### config.mk
export PLATFORM = sky130hd
export DESIGN_NAME = star_award
export DESIGN_NICKNAME = d
export VERILOG_FILES = /design/src/rtl/star_pkg.sv /design/src/rtl/star_award_edge_rise.sv /design/src/rtl/star_award.sv
export SDC_FILE = /design/constraint.sdc
export NUM_CORES = 1
export LEC_CHECK = 0
export BUFFER_PORTS_ARGS = -buffer_cell sky130_fd_sc_hd__buf_2
export CAP_MARGIN = 25
export CORE_ASPECT_RATIO = 2
export CORE_MARGIN = 2
export CORE_UTILIZATION = 45
export CTS_BUF_LIST = sky130_fd_sc_hd__clkbuf_4 sky130_fd_sc_hd__clkbuf_8
export CTS_CLUSTER_SIZE = 16
export DETAILED_ROUTE_END_ITERATION = 10
export GPL_ROUTABILITY_DRIVEN = 0
export SETUP_SLACK_MARGIN = 0.02
export SLEW_MARGIN = 30
export SYNTH_ARGS = -nofsm -noshare
export SYNTH_HDL_FRONTEND = slang
export SYNTH_SLANG_ARGS = --single-unit
export TNS_END_PERCENT = 30
### constraint.sdc
create_clock -name clk -period 3.8 [get_ports clk]
set_input_delay 0.38 -clock clk [delete_from_list [all_inputs] [get_ports clk]]
set_output_delay 0.38 -clock clk [all_outputs]
set_load 0.02 [all_outputs]
### src/rtl/star_pkg.sv
// rtl/star_pkg.sv - shared star-count types and constants
package star_pkg;

  localparam int STAR_MAX = 3;
  localparam int STAR_W   = 2;

  typedef enum logic [1:0] {
    IDLE  = 2'd0,
    PULSE = 2'd1,
    GAP   = 2'd2,
    DONE  = 2'd3
  } state_e;

endpackage

### src/rtl/star_award_edge_rise.sv
// rtl/star_award_edge_rise.sv - rising-edge detector with sync load
// load resyncs the edge register to the live input and masks rise, so a held level never retriggers.
module edge_rise (
  input  logic clk,
  input  logic rst_n,
  input  logic load,
  input  logic d,
  output logic rise
);

  logic q_q;
  logic q_d;

  always_comb begin
    q_d = d;
  end

  always_ff @(posedge clk or negedge rst_n) begin
    if (!rst_n) begin
      q_q <= 1'b0;
    end else begin
      q_q <= q_d;
    end
  end

  assign rise = d & ~q_q & ~load;

endmodule

### src/rtl/star_award.sv
// rtl/star_award.sv - end-of-song grader emitting one spaced pulse per star earned
// Outputs are decoded from registered state only.
module star_award
  import star_pkg::*;
#(
  parameter int          SCORE_W    = 10,
  parameter int unsigned THR1       = 100,
  parameter int unsigned THR2       = 200,
  parameter int unsigned THR3       = 300,
  parameter int unsigned GAP_CYCLES = 25000000
) (
  input  logic               clk,
  input  logic               rst_n,
  input  logic               restart,
  input  logic               song_done,
  input  logic [SCORE_W-1:0] score,
  output logic               star_pulse,
  output logic [STAR_W-1:0]  stars_target,
  output logic               busy,
  output logic               award_done
);

  localparam int GAP_W = $clog2(GAP_CYCLES + 1);
  localparam logic [GAP_W-1:0] GAP_LOAD = GAP_W'(GAP_CYCLES - 1);

  state_e              state_q, state_d;
  logic [STAR_W-1:0]   stars_q, stars_d;
  logic [STAR_W-1:0]   remaining_q, remaining_d;
  logic [GAP_W-1:0]    gap_cnt_q, gap_cnt_d;
  logic                rise;
  logic [STAR_W-1:0]   target;
  logic [31:0]         score_ext;

  edge_rise u_song_edge (
    .clk   (clk),
    .rst_n (rst_n),
    .load  (restart),
    .d     (song_done),
    .rise  (rise)
  );

  // Thresholds may be unordered, so the grade is simply how many are met.
  always_comb begin
    score_ext = 32'(score);
    target    = STAR_W'(score_ext >= THR1) + STAR_W'(score_ext >= THR2)
              + STAR_W'(score_ext >= THR3);
  end

  always_comb begin
    state_d     = state_q;
    stars_d     = stars_q;
    remaining_d = remaining_q;
    gap_cnt_d   = gap_cnt_q;
    if (restart) begin
      state_d     = IDLE;
      stars_d     = '0;
      remaining_d = '0;
      gap_cnt_d   = '0;
    end else begin
      case (state_q)
        IDLE: begin
          if (rise) begin
            stars_d     = target;
            remaining_d = target;
            state_d     = (target == '0) ? DONE : PULSE;
          end
        end
        PULSE: begin
          remaining_d = remaining_q - STAR_W'(1);
          if (remaining_q <= STAR_W'(1)) begin
            state_d = DONE;
          end else begin
            gap_cnt_d = GAP_LOAD;
            state_d   = GAP;
          end
        end
        GAP: begin
          if (gap_cnt_q == '0) begin
            state_d = PULSE;
          end else begin
            gap_cnt_d = gap_cnt_q - GAP_W'(1);
          end
        end
        DONE: begin
          state_d = IDLE;
        end
        default: begin
          state_d = IDLE;
        end
      endcase
    end
  end

  always_ff @(posedge clk or negedge rst_n) begin
    if (!rst_n) begin
      state_q     <= IDLE;
      stars_q     <= '0;
      remaining_q <= '0;
      gap_cnt_q   <= '0;
    end else begin
      state_q     <= state_d;
      stars_q     <= stars_d;
      remaining_q <= remaining_d;
      gap_cnt_q   <= gap_cnt_d;
    end
  end

  assign star_pulse   = (state_q == PULSE);
  assign award_done   = (state_q == DONE);
  assign busy         = (state_q != IDLE);
  assign stars_target = stars_q;

endmodule

# [Word-level counts from Yosys, hierarchy flattened]
# Cells that the tools add are included.
[op_classes] muxes=15 order_cmp=4 n_reduce_logical=12 bitwise=4 add_sub_neg=4 n_eq_ne=7
[ops] operator="$mux W25" count=3
[ops] operator="$pmux W25 S2" count=1
[ops] operator="$logic_not A25 Y1" count=1
[ops] operator="$sub A25 B1 Y25 const B" count=1
[ops] operator="$mux W2" count=8
[ops] operator="$ne A3 B3 Y1 const B" count=4
[ops] operator="$ge A10 B7 Y1 const B" count=1
[ops] operator="$ge A10 B8 Y1 const B" count=1
[ops] operator="$ge A10 B9 Y1 const B" count=1
[ops] operator="$pmux W2 S4" count=1
[ops] operator="$reduce_and A2 Y1" count=3
[ops] operator="$reduce_bool A2 Y1" count=3
[ops] operator="$reduce_bool A3 Y1" count=2
[ops] operator="$eq A2 B2 Y1 const B" count=2
[ops] operator="$logic_not A2 Y1" count=2
[ops] operator="$pmux W2 S2" count=1
[ops] operator="$reduce_and A3 Y1" count=1
[ops] operator="$add A1 B1 Y2" count=1
[ops] operator="$add A2 B1 Y2" count=1
[ops] operator="$and A1 B1 Y1" count=2
[ops] operator="$eq A2 B1 Y1 const B" count=1
[ops] operator="$le A2 B1 Y1 const B" count=1
[ops] operator="$not A1 Y1" count=2
[ops] operator="$sub A2 B1 Y2 const B" count=1
[ops] operator="$mux W1" count=1
[totals] output_inout_bits=5 reg_bits=32 input_bits=14 elab_cells=51

# [Longest topological paths before layout]
# Gate-level depths: netlist of run 1.
[depth] word_depth=8 depth_mapped=8 ltp_nobuf=8

# [Hierarchy]
# A second synthesis of run 1 with hierarchy kept.
[unflattened] hier_cells=234 hier_area_um2=2004.4
[modules_own_cells] mod="star_award" seq_area_each_um2=775.7 area_each_um2=1966.9 cells_each=232 n_inst=1
[modules_own_cells] mod="edge_rise" seq_area_each_um2=25.0 area_each_um2=37.5 cells_each=2 n_inst=1

# [Least setup slack after synthesis of run 1]
# No wires, ideal clock.
[synth_timing] path_type="register to register" from="reg gap_cnt_q[0]" to="reg gap_cnt_q[7]" setup_ns=0.124 period_less_slack_ns=2.385 path_stages_with_launch=9 path_buffers=1 slack_ns=1.415 required_time_ns=3.676 arrival_ns=2.261 path_cell_list="dfrtp_1 > inv_1 > ha_1 > or4b_2 > or4_1 > o21ai_1 > buf_4 > nor4_1 > a211o_1"
[synth_via] elab_chain_len=4 elab_cells_between_ends=7 cone_classes="add/sub: 1; eq/ne: 1; mux: 3; reduce/logical: 2"
[synth_rtl] item="from (decl)" line_no="star_award.sv:29" source="logic [GAP_W-1:0] gap_cnt_q, gap_cnt_d;"
[synth_rtl] item="from (signal assigned)" line_no="star_award.sv:104" source="gap_cnt_q <= gap_cnt_d;"
[synth_rtl] item="$sub A25 B1 Y25" line_no="star_award.sv:81" source="gap_cnt_d = gap_cnt_q - GAP_W'(1);"
[synth_rtl] item="$mux W25" line_no="star_award.sv:78" source="if (gap_cnt_q == '0) begin"
[synth_rtl] item="$pmux W25 S2" line_no="star_award.sv:60" source="case (state_q)"
[synth_rtl] item="$mux W25" line_no="star_award.sv:54" source="if (restart) begin"
# Parallel ways exist; a longest one is shown, timed or not. The select of a mux whose other input is x is not followed.
# A chain may end at the register's enable or synchronous reset.

# [Worst setup path after layout of run 1]
[layout_timing] from="reg gap_cnt_q[0]" to="reg gap_cnt_q[17]"
# Same word-level chain as after synthesis.

==> impl_results.md, run 1 <==
- Status: complete, no violations
- H-tree levels: 2
- IO Count: 19
- Syn_nets: 242
- WHS: 155 ps
- Commonest non-fill, non-tap cells in the layout: dfrtp_1 (32), a21oi_1 (22), nor2_1 (17)
- Worst clock skew: 3.84 ps
- Ranking of synthesized cells by area: dfrtp_1 (40%), a21oi_1 (5.7%), or4_1 (3.7%)
- DIE HEIGHT: 98.9 microns
- CTS tree: done
- Num CTS Buffers: 5
- Final setup fails: 0
- RR Startpoint: gap_cnt_q[0]
- Post-synth top flop: dfrtp_1
- Mean post-synth cell area: 9.05 sq um
- Per-cell routed wire length: 18.3 microns
- Synth-to-Final Area Change: 8.02%
- Via Count: 1837
- Clk buf depth: 2
- IO buf count: 16
- Final cell count without fillers: 286
- Remaining routing DRC violations: 0
- Peak Freq: 334 MHz
- Layout cell share with drive strength beyond 1: 15.1%
- Top-area cell type share of the netlist area: 39.5%
- Number of synthesized flops with an enable pin: 0
- Placed insts: 281
- Netlist cell types: 53
- Vias per Instance: 6.42
- Synthesized flop and latch total: 32
- Max VDD drop: 0.259 mV
- WL final: 5.24 mm
- Pin count of the biggest net entering global routing: 33
- 1st-iter DRT viols: 62
- CP Launch Type: flip-flop
- Vias in the first global route: 1908
- Worst slew margin: 43.5%
- Total die area: 5090 sq um
- Final hold violation count: 0
- Final min period: 2990 ps
- Worst min path class: primary input to async pin
- Critical Path RT: 3970 ps
- Sequential area share after synthesis: 39.5%
- Max-capacitance violation count: 0
- Setup Fix Bufs, Post-CTS: 0
- Worst Max-Slew Pin Slew: 847 ps
- Drt first pass iters: 4
- Core Box Area: 4340 sq um
- Critical path peak fanout: 7
- Nets: 252
- Gr usage total: 23.3%
- Setup crit start: gap_cnt_q[0]
- CTS root buffer: clkbuf_8
- Setup TNS: 0 ps
- Rows: 34
- Endpoint type of the worst setup path: flip-flop
- Yosys warns: 0
- RSZ-0062 raised after global routing: no
- Critical path type: flip-flop to flip-flop
- Synth Cell Area: 2030 sq um
- Cts repair resizes: 0
- Starting Density: 46.7%
- Pins Over Slew Limit: 0
- Leading area contributor after synthesis: dfrtp_1
- Ant. Diodes: 0
- Final HPWL DP: 3.81 mm
- Clock Sinks: 32
- Post-synth ARST share: 100%
- P_leak: 0.000953 uW
- Number of fillers in the final layout: 447
- Most common cell after layout, fill and taps aside: dfrtp_1
- Crit share post-route: 78.8%
- Antenna Violating Nets Remaining: 0
- Initial antenna violation count: 0
- # hold bufs at CTS: 0
- Power Dens Cells: 453 nW/um^2
- Worst-path clk slew: 60 ps
- Arr. time, crit path: 3160 ps
- Grt total ovfl: 0
- First-pass GRT wire length: 8.92 mm
- Syn Inst Count: 224
- Die Width: 51.5 microns
- Clock latency on the worst-skew pair: 280 ps
[Yosys cell counts, types with 2 or more instances]
master    count
clkbuf_1     12
inv_1        11
or2_2         4
o22ai_1       3
a21o_1        4
a221o_1       4
nor2b_1       4
o21a_1        2
nor2_1       17
a31oi_1       2
buf_6         2
nor3_1        7
or3_1         7
a211oi_1      5
o211ai_1      4
nand2_1      10
o311a_1       2
nand2b_1      2
a211o_1       3
o21ai_0       9
a221oi_1      2
nor4_1        7
mux2i_1       4
a21oi_1      23
nand3_1       2
or4_4         3
dfrtp_1      32
or4_1        10
ha_1          3
[routing by layer]
| layer | wire (microns) | GRT usage, % | vias up |
|---|---|---|---|
| met2 | 3010 | 41.5 | 61 |
| met1 | 1900 | 25.9 | 900 |
| met3 | 219 | 4.24 | 9 |
| li1 | - | - | 867 |
| met4 | 104 | 9.92 | 0 |
| met5 | 0 | 0 | - |
[through the flow]
stage | setup slack, ps | area (sq um) | total power, uW | utilization (%)
4_1_cts | 851 | 2190 | 1000 | 50.5
6_report | 807 | 2190 | 992 | 50.5
5_1_grt | 663 | 2190 | 1060 | 50.5
3_3_place_gp | 928 | 2120 | 744 | 48.8
3_5_place_dp | 905 | 2120 | 764 | 48.9
2_1_floorplan | 1420 | 2030 | 692 | -
[cell type report]
cell class | count | area (sq um) | area share (%)
Timing Repair Buffer | 19 | 103 | 4.69
Tap cell | 54 | 67.6 | 3.09
Clock buffer | 5 | 68.8 | 3.14
Sequential cell | 32 | 801 | 36.6
Inverter | 11 | 41.3 | 1.89
Multi-Input combinational cell | 165 | 1110 | 50.6
[flip-flops by register name (all words and copies together), names as in the netlist]
register and count:
state_q 2, u_song_edge.q_q 1, remaining_q 2, stars_target 2, gap_cnt_q 25
[report_power, final]
| group | internal [uW] | switching, uW | total [uW] |
|---|---|---|---|
| clock network | 118 | 113 | 231 |
| registers | 381 | 45.1 | 426 |
| logic | 132 | 203 | 335 |
[worst paths after layout]
kind	endpoint	slack, ps	cells after the start
worst min register to register	gap_cnt_q[24]	530	1
worst min-delay path	gap_cnt_q[7]	160	1
worst max-delay path	gap_cnt_q[17]	810	8
worst max register to register	gap_cnt_q[17]	810	8
max in group asynchronous	gap_cnt_q[8]	3170	1
min in group clk	u_song_edge.q_q	230	1
[worst max-delay path, cell delays in order (launching register included)]
cell,delay [ps]
dfrtp_1,420
inv_1,90
ha_1,130
or4b_2,620
or4_1,490
o21ai_1,490
buf_4,240
nand2_1,110
o311ai_1,280
[kinds of logic after synthesis]
kind of cell,count (synthesis),share of synthesized area (%)
xor+xnor,1,0.432
buf+inv,27,5.99
flops,32,39.5
mux,4,1.98
fa+ha+maj,4,2.84
simple gates,85,25.9
compound gates,71,23.4
Power figures use the tool's default switching activity.
==> inputs of run 2 (changes only) <==
--- a/config.mk
+++ b/config.mk
@@ -14,6 +14,7 @@
 export CTS_CLUSTER_SIZE = 16
 export DETAILED_ROUTE_END_ITERATION = 10
 export GPL_ROUTABILITY_DRIVEN = 0
+export PLACE_DENSITY = 0.66
 export SETUP_SLACK_MARGIN = 0.02
 export SLEW_MARGIN = 30
 export SYNTH_ARGS = -nofsm -noshare
==> constraint.sdc (replaced) <==
create_clock -name clk -period 2.6 [get_ports clk]
set_input_delay 0.26 -clock clk [delete_from_list [all_inputs] [get_ports clk]]
set_output_delay 0.26 -clock clk [all_outputs]
set_load 0.02 [all_outputs]
==> impl_results.md, run 2 (synthesized netlist as in run 1, its figures left out) <==
- Status: complete, no violations (unchanged)
- Final Core Density: 54.3% (was 50.5%)
- Final hold violation count: 0 (unchanged)
- RSZ-0062 raised after global routing: yes (was no)
- Clock Sinks: 32 (unchanged)
- Die Width: 51.5 microns (unchanged)
- Met3 wire length: 134 microns (was 219 microns)
- Placement Setup Slack: 107 ps (was 905 ps)
- Critical path peak fanout: 12 (was 7)
- Core Box Area: 4340 sq um (unchanged)
- Most common cell after layout, fill and taps aside: dfrtp_1 (unchanged)
- Setup ws final: 113 ps (was 807 ps)
- Rows: 34 (unchanged)
- Highest routed metal layer: met4 (unchanged)
- Pins Over Slew Limit: 0 (unchanged)
- Endpoint type of the worst setup path: flip-flop (unchanged)
- R2r setup slk: 110 ps (was 810 ps)
- Layout cell share with drive strength beyond 1: 21.9% (was 15.1%)
- 1st-iter DRT viols: 28 (was 62)
- Clk buf depth: 2 (unchanged)
- CP Cell Sequence: inv_1 -> ha_1 -> or4b_2 -> or4_1 -> buf_4 -> o22ai_1 -> buf_4 -> o21ai_0 -> a21oi_1 (was inv_1 -> ha_1 -> or4b_2 -> or4_1 -> o21ai_1 -> buf_4 -> nand2_1 -> o311ai_1)
- Worst slew margin: 51.4% (was 43.5%)
- Max VDD drop: 0.435 mV (was 0.259 mV)
- Met2 WL post-DR: 2.91 mm (was 3.01 mm)
- Total die area: 5090 sq um (unchanged)
- Power Dens Cells: 702 nW/um^2 (was 453 nW/um^2)
- Register Area: 801 sq um (unchanged)
- Initial antenna violation count: 0 (unchanged)
- Commonest non-fill, non-tap cells in the layout: dfrtp_1 (32), a21oi_1 (23), buf_4 (19) (was dfrtp_1 (32), a21oi_1 (22), nor2_1 (17))
- IO buf count: 16 (unchanged)
- Setup TNS: 0 ps (unchanged)
- Starting Density: 46.7% (unchanged)
- Drt first pass iters: 4 (unchanged)
- H-tree levels: 2 (unchanged)
- Area taken by multi-input logic gates: 1110 sq um (about the same)
- Synth-to-Final Area Change: 16.2% (was 8.02%)
- Grt total ovfl: 0 (unchanged)
- Biggest register: gap_cnt_q (unchanged)
- Max-capacitance violation count: 0 (unchanged)
- Placed insts: 297 (was 281)
- Gr usage total: 22.9% (was 23.3%)
- CTS tree: done (unchanged)
- Vias in the first global route: 1928 (was 1908)
- Via Count: 1893 (was 1837)
- Reg2Reg Capture Point: gap_cnt_q[15] (was gap_cnt_q[17])
- Crit path max-delay cell type: or4b_2 (unchanged)
- CP Launch Type: flip-flop (unchanged)
- Worst min path class: primary input to async pin (unchanged)
- Peak Freq: 402 MHz (was 334 MHz)
- R2R cell count: 9 (was 8)
- Arr. time, crit path: 2700 ps (was 3160 ps)
- Number of fillers in the final layout: 448 (was 447)
- Final min period: 2490 ps (was 2990 ps)
- Final cell count without fillers: 305 (was 286)
- Setup Fix Bufs, Post-CTS: 0 (unchanged)
- Number of flip-flops in the largest register: 25 (unchanged)
- Setup crit start: gap_cnt_q[1] (was gap_cnt_q[0])
- WL final: 5.25 mm (was 5.24 mm)
- Final setup fails: 0 (unchanged)
- # hold bufs at CTS: 0 (unchanged)
- First-pass GRT wire length: 8.84 mm (was 8.92 mm)
- Crit share post-route: 95.7% (was 78.8%)
- Pin count of the biggest net entering global routing: 33 (unchanged)
- Vias per Instance: 6.21 (was 6.42)
- Worst Max-Slew Pin Slew: 729 ps (was 847 ps)
- CP most frequent cell: buf_4
- Critical Path RT: 2810 ps (was 3970 ps)
- CTS root buffer: clkbuf_8 (unchanged)
- Antenna Violating Nets Remaining: 0 (unchanged)
- Num CTS Buffers: 5 (unchanged)
- Worst-path clk slew: 70 ps (was 60 ps)
- DIE HEIGHT: 98.9 microns (unchanged)
- Final HPWL DP: 3.89 mm (was 3.81 mm)
- Critical path type: flip-flop to flip-flop (unchanged)
- P_leak: 0.00106 uW (was 0.000953 uW)
- Remaining routing DRC violations: 0 (unchanged)
- Per-cell routed wire length: 17.2 microns (was 18.3 microns)
- Worst clock skew: 9.86 ps (was 3.84 ps)
- Nets: 268 (was 252)
- RR Startpoint: gap_cnt_q[1] (was gap_cnt_q[0])
- Slowest stage delay, CP: 590 ps (was 620 ps)
- Clock latency on the worst-skew pair: 280 ps (about the same)
- Ant. Diodes: 0 (unchanged)
- Routed met1 length: 2.01 mm (was 1.90 mm)
- IO Count: 19 (unchanged)
-- run 2: worst max path at each step --
stage                     to  slack, ps  cells past startpoint
6_report       gap_cnt_q[15]        110                      9
5_1_grt        gap_cnt_q[23]        -30                      9
4_1_cts        gap_cnt_q[17]         80                      8
3_5_place_dp   gap_cnt_q[16]        110                      8
3_3_place_gp   gap_cnt_q[17]        140                      8
2_1_floorplan   gap_cnt_q[7]        220                      8
-- run 2: through the flow --
step           area (sq um)  hold WS, ps  power, uW
4_1_cts                2350         58.9       1660
3_3_place_gp           2240          362       1160
2_1_floorplan          2030        -35.6       1010
6_report               2350         27.8       1650
3_5_place_dp           2240          362       1170
5_1_grt                2350         90.5       1750
-- run 2: worst max-delay path: cells and delay by family (launching register included) --
family,cells,cell delay (ps)
compound gates,3,330
fa+ha+maj,1,140
buf+inv,3,480
flops,1,400
simple gates,2,1070
-- run 2: what timing repair did --
item,4_1_cts,5_1_grt
setup endpoints to repair,0,9
endpoints found under the hold margin,0,0
resized for setup,0,2
-- run 2: layout make-up --
type | instances | area share, %
multi-input combinational | 165 | 47.2
sequential | 32 | 34.0
timing repair buffer | 35 | 9.46
clock buffer | 6 | 3.24
tap | 54 | 2.87
inverter | 11 | 1.75
clock inverter | 2 | 1.49
-- run 2: power by group --
| part | total [uW] | switching [uW] | internal [uW] | leakage (uW) |
|---|---|---|---|---|
| Combinational | 550 | 313 | 238 | 0.000574 |
| Sequential | 616 | 60.2 | 556 | 0.000423 |
| Clock | 487 | 192 | 295 | 0.0000586 |
| Total | 1650 | 564 | 1090 | 0.00106 |
-- run 2: layer usage --
metal  global-route usage [%]  vias to the layer above
met5                        0                        -
met4                     12.8                        0
met3                     3.03                       16
met2                     42.4                       41
met1                     23.4                      934
li1                         -                      902
==> inputs of run 3 (changes only) <==
--- a/config.mk
+++ b/config.mk
@@ -7,16 +7,19 @@
 export LEC_CHECK = 0
 export BUFFER_PORTS_ARGS = -buffer_cell sky130_fd_sc_hd__buf_2
 export CAP_MARGIN = 25
+export CELL_PAD_IN_SITES_DETAIL_PLACEMENT = 1
+export CELL_PAD_IN_SITES_GLOBAL_PLACEMENT = 1
 export CORE_ASPECT_RATIO = 2
 export CORE_MARGIN = 2
-export CORE_UTILIZATION = 45
+export CORE_UTILIZATION = 42
 export CTS_BUF_LIST = sky130_fd_sc_hd__clkbuf_4 sky130_fd_sc_hd__clkbuf_8
 export CTS_CLUSTER_SIZE = 16
 export DETAILED_ROUTE_END_ITERATION = 10
 export GPL_ROUTABILITY_DRIVEN = 0
-export PLACE_DENSITY = 0.66
+export MAX_ROUTING_LAYER = met4
+export PLACE_DENSITY_LB_ADDON = 0.1
 export SETUP_SLACK_MARGIN = 0.02
-export SLEW_MARGIN = 30
+export SLEW_MARGIN = 10
 export SYNTH_ARGS = -nofsm -noshare
 export SYNTH_HDL_FRONTEND = slang
 export SYNTH_SLANG_ARGS = --single-unit
==> impl_results.md, run 3 (synthesized netlist as in run 1, its figures left out) <==
- Status: complete, no violations (unchanged)
- Starting Density: 43.7% (was 46.7%)
- Worst Max-Slew Pin Slew: 765 ps (was 729 ps)
- Worst clock skew: 7.16 ps (was 9.86 ps)
- RR Startpoint: gap_cnt_q[17] (was gap_cnt_q[1])
- Setup TNS: 0 ps (unchanged)
- WL final: 6.12 mm (was 5.25 mm)
- Critical Path RT: 2790 ps (was 2810 ps)
- Worst min path class: primary input to async pin (unchanged)
- Die Width: 53.1 microns (was 51.5 microns)
- Nets: 268 (unchanged)
- NetSw: 585 uW (was 564 uW)
- Final setup fails: 0 (unchanged)
- Via Count: 1934 (was 1893)
- Clock Sinks: 32 (unchanged)
- CP Launch Type: flip-flop (unchanged)
- Worst slew margin: 48.8% (was 51.4%)
- Core Box Area: 4640 sq um (was 4340 sq um)
- Pint: 1010 uW (was 1090 uW)
- Antenna Violating Nets Remaining: 0 (unchanged)
- RSZ-0062 raised after global routing: yes (unchanged)
- R2R cell count: 6 (was 9)
- Reg2Reg Capture Point: gap_cnt_q[17] (was gap_cnt_q[15])
- Vias per Instance: 6.32 (was 6.21)
- Remaining routing DRC violations: 0 (unchanged)
- Arr. time, crit path: 2680 ps (was 2700 ps)
- Max-capacitance violation count: 0 (unchanged)
- Layout cell share with drive strength beyond 1: 21.9% (unchanged)
- 1st-iter DRT viols: 27 (was 28)
- CTS tree: done (unchanged)
- Power Dens Cells: 679 nW/um^2 (was 702 nW/um^2)
- Final hold violation count: 0 (unchanged)
- Endpoint type of the worst setup path: flip-flop (unchanged)
- Setup Fix Bufs, Post-CTS: 0 (unchanged)
- DIE HEIGHT: 102 microns (was 98.9 microns)
- Clk buf depth: 2 (unchanged)
- Rows: 35 (was 34)
- Per-cell routed wire length: 20.0 microns (was 17.2 microns)
- CTS root buffer: clkbuf_8 (unchanged)
- Synth-to-Final Area Change: 15.7% (was 16.2%)
- Area taken by multi-input logic gates: 1120 sq um (was 1110 sq um)
- Pin count of the biggest net entering global routing: 33 (unchanged)
- Initial antenna violation count: 0 (unchanged)
- WHS: 33.5 ps (was 27.8 ps)
- Commonest non-fill, non-tap cells in the layout: dfrtp_1 (32), a21oi_1 (23), buf_4 (19) (unchanged)
- Crit share post-route: 95.9% (was 95.7%)
- Comb pwr share: 35.3% (was 33.3%)
- IO Count: 19 (unchanged)
- Reg power frac: 39.2% (was 37.3%)
- Total die area: 5430 sq um (was 5090 sq um)
- Drt first pass iters: 4 (unchanged)
- Clock latency on the worst-skew pair: 290 ps (was 280 ps)
- Number of fillers in the final layout: 563 (was 448)
- Max VDD drop: 0.404 mV (was 0.435 mV)
- First-pass GRT wire length: 10.2 mm (was 8.84 mm)
- Gr usage total: 26.3% (was 22.9%)
- Critical path type: flip-flop to flip-flop (unchanged)
- Vias in the first global route: 2079 (was 1928)
- Final HPWL DP: 4.61 mm (was 3.89 mm)
- Register Area: 801 sq um (unchanged)
- Final min period: 2490 ps (about the same)
- Worst-path clk slew: 70 ps (about the same)
- Biggest register: gap_cnt_q (unchanged)
- Ant. Diodes: 0 (unchanged)
- Critical path peak fanout: 5 (was 12)
- Grt total ovfl: 0 (unchanged)
- P_leak: 0.00105 uW (was 0.00106 uW)
- Pins Over Slew Limit: 0 (unchanged)
- IO buf count: 16 (unchanged)
- R2r setup slk: 110 ps (about the same)
- Switching Share: 36.7% (was 34.1%)
- Number of flip-flops in the largest register: 25 (unchanged)
- Clock share of power: 25.4% (was 29.4%)
- Most common cell after layout, fill and taps aside: dfrtp_1 (unchanged)
- H-tree levels: 2 (unchanged)
- Num CTS Buffers: 5 (unchanged)
- Peak Freq: 401 MHz (was 402 MHz)
run 3: final cells by class:
| type | instances | area share (%) |
|---|---|---|
| Tap cell | 55 | 2.93 |
| Sequential cell | 32 | 34.2 |
| Clock buffer | 6 | 3.52 |
| Clock inverter | 2 | 0.427 |
| Inverter | 11 | 1.76 |
| Timing Repair Buffer | 35 | 9.50 |
| Multi-Input combinational cell | 165 | 47.7 |
run 3: power by group through the flow:
stage          Sequential, uW  Clock, uW  Combinational, uW
4_1_cts                   624        414                553
3_5_place_dp              632          0                550
2_1_floorplan             610          0                402
3_3_place_gp              624          0                521
6_report                  624        405                562
5_1_grt                   636        437                623
run 3: metal layers:
metal | global-route usage (%) | part of all wire, %
met2 | 48.9 | 60
met4 | 9.07 | 2.1
met3 | 3.95 | 1.7
met5 | - | 0
met1 | 26.8 | 37
run 3: worst max-delay path by stage:
| stage | from | to | slack, ps | cells after the start |
|---|---|---|---|---|
| 2_1_floorplan | gap_cnt_q[0] | gap_cnt_q[7] | 220 | 8 |
| 3_3_place_gp | gap_cnt_q[17] | gap_cnt_q[17] | 130 | 6 |
| 3_5_place_dp | gap_cnt_q[1] | gap_cnt_q[17] | 90 | 8 |
| 4_1_cts | gap_cnt_q[1] | gap_cnt_q[17] | 70 | 8 |
| 5_1_grt | gap_cnt_q[17] | gap_cnt_q[7] | 10 | 6 |
| 6_report | gap_cnt_q[17] | gap_cnt_q[17] | 110 | 6 |
run 3: stage by stage:
| stage | setup WS (ps) | utilization (%) | area (sq um) | cells | total power (uW) |
|---|---|---|---|---|---|
| 6_report | 107 | 50.5 | 2340 | 306 | 1590 |
| 3_5_place_dp | 87.2 | 48.1 | 2230 | 297 | 1180 |
| 4_1_cts | 65.5 | 50.1 | 2320 | 305 | 1590 |
| 5_1_grt | 12.1 | 50.5 | 2340 | 306 | 1700 |
| 3_3_place_gp | 132 | 48.1 | 2230 | 297 | 1150 |
| 2_1_floorplan | 215 | - | 2030 | 224 | 1010 |
run 3: timing repair:
action / 4_1_cts / 5_1_grt
endpoints found under the hold margin: 0 / 0
setup endpoints to repair: 0 / 6
hold buffers: 0 / 0
gates resized for setup: 0 / 5
run 3: critical path, stage by stage, from the launching register on:
cell and delay (ps):
dfrtp_1 410, or4_1 650, or4_1 600, o21ai_1 200, buf_4 170, nand2_1 100
o311ai_1 250
